==> config.mk <==
export PLATFORM = sky130hd
export DESIGN_NAME = awg_index_loader_flat
export DESIGN_NICKNAME = d
export VERILOG_FILES = /design/src/rtl/awg_index_loader_if.sv /design/src/rtl/awg_index_loader.sv /design/src/flat_wrapper.sv
export SDC_FILE = /design/constraint.sdc
export NUM_CORES = 1
export LEC_CHECK = 0
export CORE_MARGIN = 1
export CORE_UTILIZATION = 50
export CTS_CLUSTER_SIZE = 30
export DETAILED_ROUTE_END_ITERATION = 12
export GPL_TIMING_DRIVEN = 0
export PLACE_DENSITY = 0.76
export SYNTH_ARGS = -nofsm -noshare
export SYNTH_HDL_FRONTEND = slang
export SYNTH_SLANG_ARGS = --single-unit
export TNS_END_PERCENT = 5
==> constraint.sdc <==
create_clock -name clk -period 1.7 [get_ports clk]
set_clock_uncertainty 0.1 [all_clocks]
set_input_delay 0.34 -clock clk [delete_from_list [all_inputs] [get_ports clk]]
set_output_delay 0.34 -clock clk [all_outputs]
set_load 0.02 [all_outputs]
==> src/rtl/awg_index_loader_if.sv <==
// awg_index_loader_if: sequencer handshake plus AWG serial preset lines
interface awg_index_loader_if #(parameter int INDEX_W = 19);
    logic               start;
    logic [INDEX_W-1:0] index;
    logic [1:0]         frame_en;
    logic               busy;
    logic               done;
    logic               sclk;
    logic               sdata;
    logic               load;
    modport master (output start, index, frame_en, input busy, done, sclk, sdata, load);
    modport slave  (input start, index, frame_en, output busy, done, sclk, sdata, load);
endinterface

==> src/rtl/awg_index_loader.sv <==
// awg_index_loader: self-timed serialiser of a sequencer index into the AWG preset port
module awg_index_loader #(
    parameter int INDEX_W = 19,
    parameter int HI_W    = 6,
    parameter int CLK_DIV = 4
) (
    input logic               clk,
    input logic               rst_n,
    awg_index_loader_if.slave bus
);
    localparam int LO_W = INDEX_W - HI_W;
    localparam int SW   = (HI_W > LO_W ? HI_W : LO_W) + 1;
    localparam int BW   = $clog2(SW);
    localparam int DW   = CLK_DIV > 1 ? $clog2(CLK_DIV) : 1;
    localparam logic [2:0] IDLE  = 3'd0;
    localparam logic [2:0] SHIFT = 3'd1;
    localparam logic [2:0] LOAD  = 3'd2;
    localparam logic [2:0] GAP   = 3'd3;
    localparam logic [2:0] FIN   = 3'd4;
    logic [2:0]         state;
    logic [DW-1:0]      div_cnt;
    logic               phase;
    logic [BW-1:0]      bit_cnt;
    logic [SW-1:0]      shreg;
    logic               hi_q;
    logic               lo_q;
    logic [INDEX_W-1:0] idx_q;
    logic               div_last;
    logic               bit_last;
    // Frame word left-aligned so the Data_Select bit always leaves from the MSB
    function automatic logic [SW-1:0] frame_word(input logic [INDEX_W-1:0] v, input logic hi);
        frame_word = hi ? SW'({1'b1, v[INDEX_W-1 -: HI_W]}) << (SW - 1 - HI_W)
                        : SW'({1'b0, v[LO_W-1:0]}) << (SW - 1 - LO_W);
    endfunction
    assign div_last  = div_cnt == DW'(CLK_DIV - 1);
    assign bit_last  = bit_cnt == (hi_q ? BW'(HI_W) : BW'(LO_W));
    assign bus.busy  = state == SHIFT || state == LOAD || state == GAP;
    assign bus.done  = state == FIN;
    assign bus.sclk  = state == SHIFT && phase;
    assign bus.load  = state == LOAD;
    assign bus.sdata = (state == SHIFT || state == LOAD) && shreg[SW-1];
    // Sequencer: divider paces every half-period; bits shift out after each sclk high half
    always_ff @(posedge clk or negedge rst_n) begin
        if (!rst_n) begin
            state   <= IDLE;
            div_cnt <= '0;
            phase   <= 1'b0;
            bit_cnt <= '0;
            shreg   <= '0;
            hi_q    <= 1'b0;
            lo_q    <= 1'b0;
            idx_q   <= '0;
        end else begin
            div_cnt <= (bus.busy && !div_last) ? div_cnt + 1'b1 : '0;
            case (state)
                IDLE: if (bus.start && |bus.frame_en) begin
                    idx_q   <= bus.index;
                    hi_q    <= bus.frame_en[1];
                    lo_q    <= bus.frame_en[0];
                    shreg   <= frame_word(bus.index, bus.frame_en[1]);
                    bit_cnt <= '0;
                    phase   <= 1'b0;
                    state   <= SHIFT;
                end
                SHIFT: if (div_last) begin
                    phase <= ~phase;
                    if (phase && bit_last) state <= LOAD;
                    else if (phase) begin
                        shreg   <= shreg << 1;
                        bit_cnt <= bit_cnt + 1'b1;
                    end
                end
                LOAD: if (div_last) state <= GAP;
                GAP: if (div_last) begin
                    if (hi_q && lo_q) begin
                        hi_q    <= 1'b0;
                        shreg   <= frame_word(idx_q, 1'b0);
                        bit_cnt <= '0;
                        state   <= SHIFT;
                    end else state <= FIN;
                end
                default: state <= IDLE;
            endcase
        end
    end
endmodule

==> src/flat_wrapper.sv <==
// flat-port wrapper written by rule: the top's interface ports become plain ports
module awg_index_loader_flat 
#(
    parameter int INDEX_W = 19,
    parameter int HI_W    = 6,
    parameter int CLK_DIV = 4
)
  (clk, rst_n, bus_start, bus_index, bus_frame_en, bus_busy, bus_done, bus_sclk, bus_sdata, bus_load);
  awg_index_loader_if #(.INDEX_W(INDEX_W)) bus_i ();
  input logic clk;
  input logic rst_n;
  input wire logic [$bits(bus_i.start)-1:0] bus_start;
  input wire logic [$bits(bus_i.index)-1:0] bus_index;
  input wire logic [$bits(bus_i.frame_en)-1:0] bus_frame_en;
  output wire logic [$bits(bus_i.busy)-1:0] bus_busy;
  output wire logic [$bits(bus_i.done)-1:0] bus_done;
  output wire logic [$bits(bus_i.sclk)-1:0] bus_sclk;
  output wire logic [$bits(bus_i.sdata)-1:0] bus_sdata;
  output wire logic [$bits(bus_i.load)-1:0] bus_load;
  assign bus_i.start = bus_start;
  assign bus_i.index = bus_index;
  assign bus_i.frame_en = bus_frame_en;
  assign bus_busy = bus_i.busy;
  assign bus_done = bus_i.done;
  assign bus_sclk = bus_i.sclk;
  assign bus_sdata = bus_i.sdata;
  assign bus_load = bus_i.load;
  awg_index_loader #(.INDEX_W(INDEX_W), .HI_W(HI_W), .CLK_DIV(CLK_DIV)) u_core (.clk(clk), .rst_n(rst_n), .bus(bus_i));
endmodule
======== Word-level counts from Yosys, hierarchy flattened ========
Cells that the tools add are included.
word-level totals
  register bits ........................... 39
  output and inout bits ................... 5
cells by class
  add/sub/neg operators ................... 2
  equality and inequality tests ........... 14
  mux-type cells .......................... 31
  bitwise operators ....................... 1
  reduce and logical (&&, ||, !) cells .... 19
operators by type and width
  operator                                                                  number
  14-bit 2-to-1 mux                                                         7
  14-bit one-hot mux with 3 select lines                                    1
  4-bit 2-to-1 mux                                                          7
  3-bit 2-to-1 mux                                                          6
  3-bit one-hot mux with 4 select lines                                     1
  4-bit one-hot mux with 3 select lines                                     1
  2-bit by 1-bit inequality test with 1-bit output (second input constant)  5
  7-bit AND reduction                                                       1
  3-bit by 2-bit equality test with 1-bit output (second input constant)    2
  1-bit logical AND                                                         6
  2-bit inequality test (second input constant)                             3
  1-bit 2-to-1 mux                                                          5
  5-bit AND reduction                                                       1
  4-bit by 1-bit adder with 4-bit output (second input constant)            1
  4-bit equality test                                                       1
  1-bit one-hot mux with 2 select lines                                     2
  4-bit AND reduction                                                       1
  2-bit nonzero test                                                        2
  3-bit by 1-bit equality test with 1-bit output (second input constant)    1
  3-bit equality test (second input constant)                               1
  3-bit zero test                                                           1
  3-bit AND reduction                                                       1
  3-bit nonzero test                                                        1
  2-bit by 1-bit adder with 2-bit output (second input constant)            1
  7 further kinds                                                           8

======== Longest topological paths before layout ========
  depth after elaboration ................. 6
  mapped depth ............................ 8

======== Worst setup path after synthesis ========
OpenSTA, ideal clock, no wires.
  path kind ............................... register to output
  start ................................... reg u_core.state[1]
  end ..................................... out bus_sdata
  arrival time ............................ 1374 ps
  data required time ...................... 1260 ps
  setup slack ............................. -114 ps
  cell stages (with the launch flop) ...... 6
  path buffers ............................ 2
  cells stage by stage .................... dfrtp_1 -> buf_6 -> buf_2 -> nand2b_1 -> nor2_1 -> o21a_1
on the way
  cells in the longest elaborated chain, start to end .. 3
  elaborated cells between the ends (all ways) .. 4
ends and longest elaborated chain
  what                                            line                    RTL
  start, declared                                 awg_index_loader.sv:20  logic [2:0] state;
  start signal, assigned                          awg_index_loader.sv:45  state <= IDLE;
  start signal, assigned                          awg_index_loader.sv:63  state <= SHIFT;
  start signal, assigned                          awg_index_loader.sv:67  if (phase && bit_last) state <= LOAD;
  3-bit by 2-bit equality test with 1-bit output  -
  via bus_load                                    flat_wrapper.sv:19      output wire logic [$bits(bus_i.load)-1:0] bus_load;
  1-bit logical OR                                awg_index_loader.sv:41  assign bus.sdata = (state == SHIFT || state == LOAD) && shreg[SW-1];
  1-bit logical AND                               awg_index_loader.sv:41
  end, declared                                   flat_wrapper.sv:18      output wire logic [$bits(bus_i.sdata)-1:0] bus_sdata;
The timed path passes the listed nets, and every way through them passes these cells.

======== Worst setup path in the final report ========
  start ................................... reg u_core.state[1]
  end ..................................... out bus_done
on the way
  cells in the longest elaborated chain, start to end .. 1
ends and longest elaborated chain
  what                 line                    RTL
  3-bit equality test  awg_index_loader.sv:38  assign bus.done = state == FIN;
  end, declared        flat_wrapper.sv:16      output wire logic [$bits(bus_i.done)-1:0] bus_done;
No other way between the ends.

==> qor.txt <==
GR Util All Layers = 0.221
highest clock rate = 0.525 GHz
Synth cell types = 37
CTS sink count = 39
row count = 23
dpl ws = -739 ps
Seq cells post-synth = 39
Pwr Total = 3440 µW
IO Port Bufs = 27
most frequent cells in the layout = 37 x dfrtp_1, 22 x mux2_4, 19 x clkdlybuf4s50_1
drt pass-1 iters = 4
initial drt markers = 92
Sw Share = 0.301
NetSw = 1040 µW
min Tclk post-route = 1900 ps
Via density = 5.65
Area growth, synth to finish = 31.4%
drt total wl = 4.67 mm
crit path DAT = 1460 ps
ANT nets after route = 0
drt wl/cell = 16.1 µm
share of cells above drive strength 1 = 0.371
TritonCTS Buffers = 5
Post-Syn Nets = 218
Slew Limit Fails = 0
Worst-path clk slew = 80 ps
GPL Wtd Cong = 0.835
Worst Slack Setup Final = -203 ps
die height = 68.9 µm
Setup crit end kind = primary output
Final setup viols = 30
grt ovf = 0
Worst-Margin Slew = 871 ps
Clock Latency Late Sink = 300 ps
maxcap violations = 0
core area = 0.00414 mm²
Die ar. = 0.00474 mm²
Final Hold Viols = 0
starting density of the core = 0.539
Max IR drop VDD = 0.000567 V
CP max FO = 10
period utilisation layout = 1.12
Seq pwr share = 0.403
power per cell area = 1170 mW/mm²
Crit path required time = 1260 ps
HPWL after DPL = 2.90 mm
CTS tree = done
Die X = 68.9 µm
Util after Layout = 0.709
register area share after synthesis = 0.437
worst hold path class = primary input to asynchronous set/reset pin
Syn Std Cell Area = 0.00223 mm²
initial antenna violation count = 0
vias post-DR = 1638
Combinational Power Share = 0.395
RSZ-0062 raised after global routing = yes
Ys Warns = 0
Nets = 265
Ports = 29
normalized max-slew margin = 0.419
Clk pwr share = 0.202
leakage = 0.00132 µW
H-Tree Depth = 2
maximum clock path buffer count = 2
status = finished with violations
first-pass GRT wire length = 7.48 mm
number of global-route vias before repair = 1557
CTS Root Cell = clkbuf_8
Mean Syn Cell Area = 11.6 µm²
pin count of the biggest net entering global routing = 40
# diodes = 0
crit start category = flip-flop
crit path kind = flip-flop to primary output
most common cell after layout, fill and taps aside = dfrtp_1
failing checks = setup timing
post-synthesis cell count = 192
DRC = 0
internal power = 2400 µW
[metrics by stage]
stage                     setup TNS (ps)  hold slack [ps]  instance area [µm²]  instances
after floorplan                    -1520            -55.6                 2250        192
after global placement            -48530              336                 2580        269
after detailed placement          -17570              348                 2570        269
after CTS                          -5080             81.4                 2850        288
after global routing               -6610              129                 2940        290
final                              -4810             58.6                 2940        290
[Yosys cell counts, drive strengths merged]
| master | n | area share |
|---|---|---|
| a211oi | 6 | 0.020 |
| a41oi | 1 | 0.0039 |
| mux2i | 14 | 0.063 |
| a22o | 2 | 0.0078 |
| and2 | 2 | 0.0056 |
| mux2 | 29 | 0.17 |
| nor4b | 1 | 0.0039 |
| nand2 | 10 | 0.017 |
| nor4 | 2 | 0.0056 |
| a21o | 1 | 0.0034 |
| nor2b | 7 | 0.020 |
| or4 | 1 | 0.0034 |
| a22oi | 1 | 0.0034 |
| o31ai | 1 | 0.0095 |
| o21ai | 14 | 0.036 |
| dfrtp | 39 | 0.44 |
| nand3 | 5 | 0.011 |
| nand4bb | 1 | 0.0073 |
| buf | 12 | 0.052 |
| ha | 2 | 0.011 |
| a21oi | 11 | 0.026 |
| or2 | 1 | 0.0028 |
| nand2b | 4 | 0.011 |
| nand3b | 8 | 0.027 |
| and2b | 1 | 0.0045 |
| nand4 | 1 | 0.0028 |
| inv | 3 | 0.0050 |
| nor2 | 6 | 0.010 |
| clkbuf | 3 | 0.0050 |
| o221ai | 1 | 0.0039 |
| o21a | 2 | 0.0067 |
[repair_timing]
action / in CTS / in global routing
endpoints found under the setup margin: 37 / 35
resized for setup: 54 / 15
cloned: 0 / 1
setup buffers: 11 / 1
pin swaps: 5 / 2
hold buffers: 0 / 0
[registers in the layout, summed over array words and instances (netlist names)]
register        count
u_core.bit_cnt      4
u_core.hi_q         1
u_core.lo_q         1
u_core.phase        1
u_core.state        3
u_core.idx_q       13
u_core.div_cnt      2
u_core.shreg       14
[logic make-up (layout without fill, tap and decap cells)]
logic type,after synthesis,in the layout,synth area share
AND/OR/NAND/NOR,50,50,0.132
multiplexers,43,43,0.237
AO/OA/AOI/OAI,40,40,0.122
flip-flops,39,39,0.437
buffers and inverters,18,66,0.0616
adder cells (fa/ha/maj),2,2,0.0112
[metal layers]
layer / wire length [µm] / GRT usage / vias to the layer above
met2: 2240 / 0.347 / 33
met4: 72 / 0.0918 / 0
met1: 2170 / 0.299 / 810
met3: 183 / 0.0395 / 6
met5: 0 / 0 / -
li1: - / - / 789
[final cells by class]
type | count | area, µm²
well taps | 50 | 62.6
repair buffers | 40 | 389
clock buffers | 8 | 100
multi-input cells | 135 | 1220
inverters | 3 | 11.3
plain buffers | 15 | 178
flip-flops and latches | 39 | 978
fillers | 313 | 1210
[power by group through the flow]
stage / sequential, µW / clock, µW / combinational, µW
6_report: 1390 / 694 / 1360
5_1_grt: 1420 / 739 / 1480
4_1_cts: 1370 / 703 / 1230
3_5_place_dp: 1380 / 0 / 1130
3_3_place_gp: 1370 / 0 / 1110
2_1_floorplan: 1340 / 0 / 887
[worst paths after layout]
kind	endpoint	from	cells after the start	slack (ps)
worst max-delay path	bus_done	u_core.state[1]	6	-200
worst min-delay path	u_core.bit_cnt[3]	rst_n	1	60
worst max register to register	u_core.shreg[2]	u_core.div_cnt[0]	8	-190
worst min register to register	u_core.div_cnt[0]	u_core.div_cnt[0]	1	400
max in group asynchronous	u_core.hi_q	rst_n	1	840
min in group clk	u_core.div_cnt[0]	u_core.div_cnt[0]	1	400
[worst max-delay path: stages (launching register included)]
cell	delay (ps)
dfrtp_1	390
buf_6	150
buf_12	130
buf_12	140
nor2_4	100
and2_4	150
buf_6	100
No activity file was read; power rests on OpenSTA's default activity.
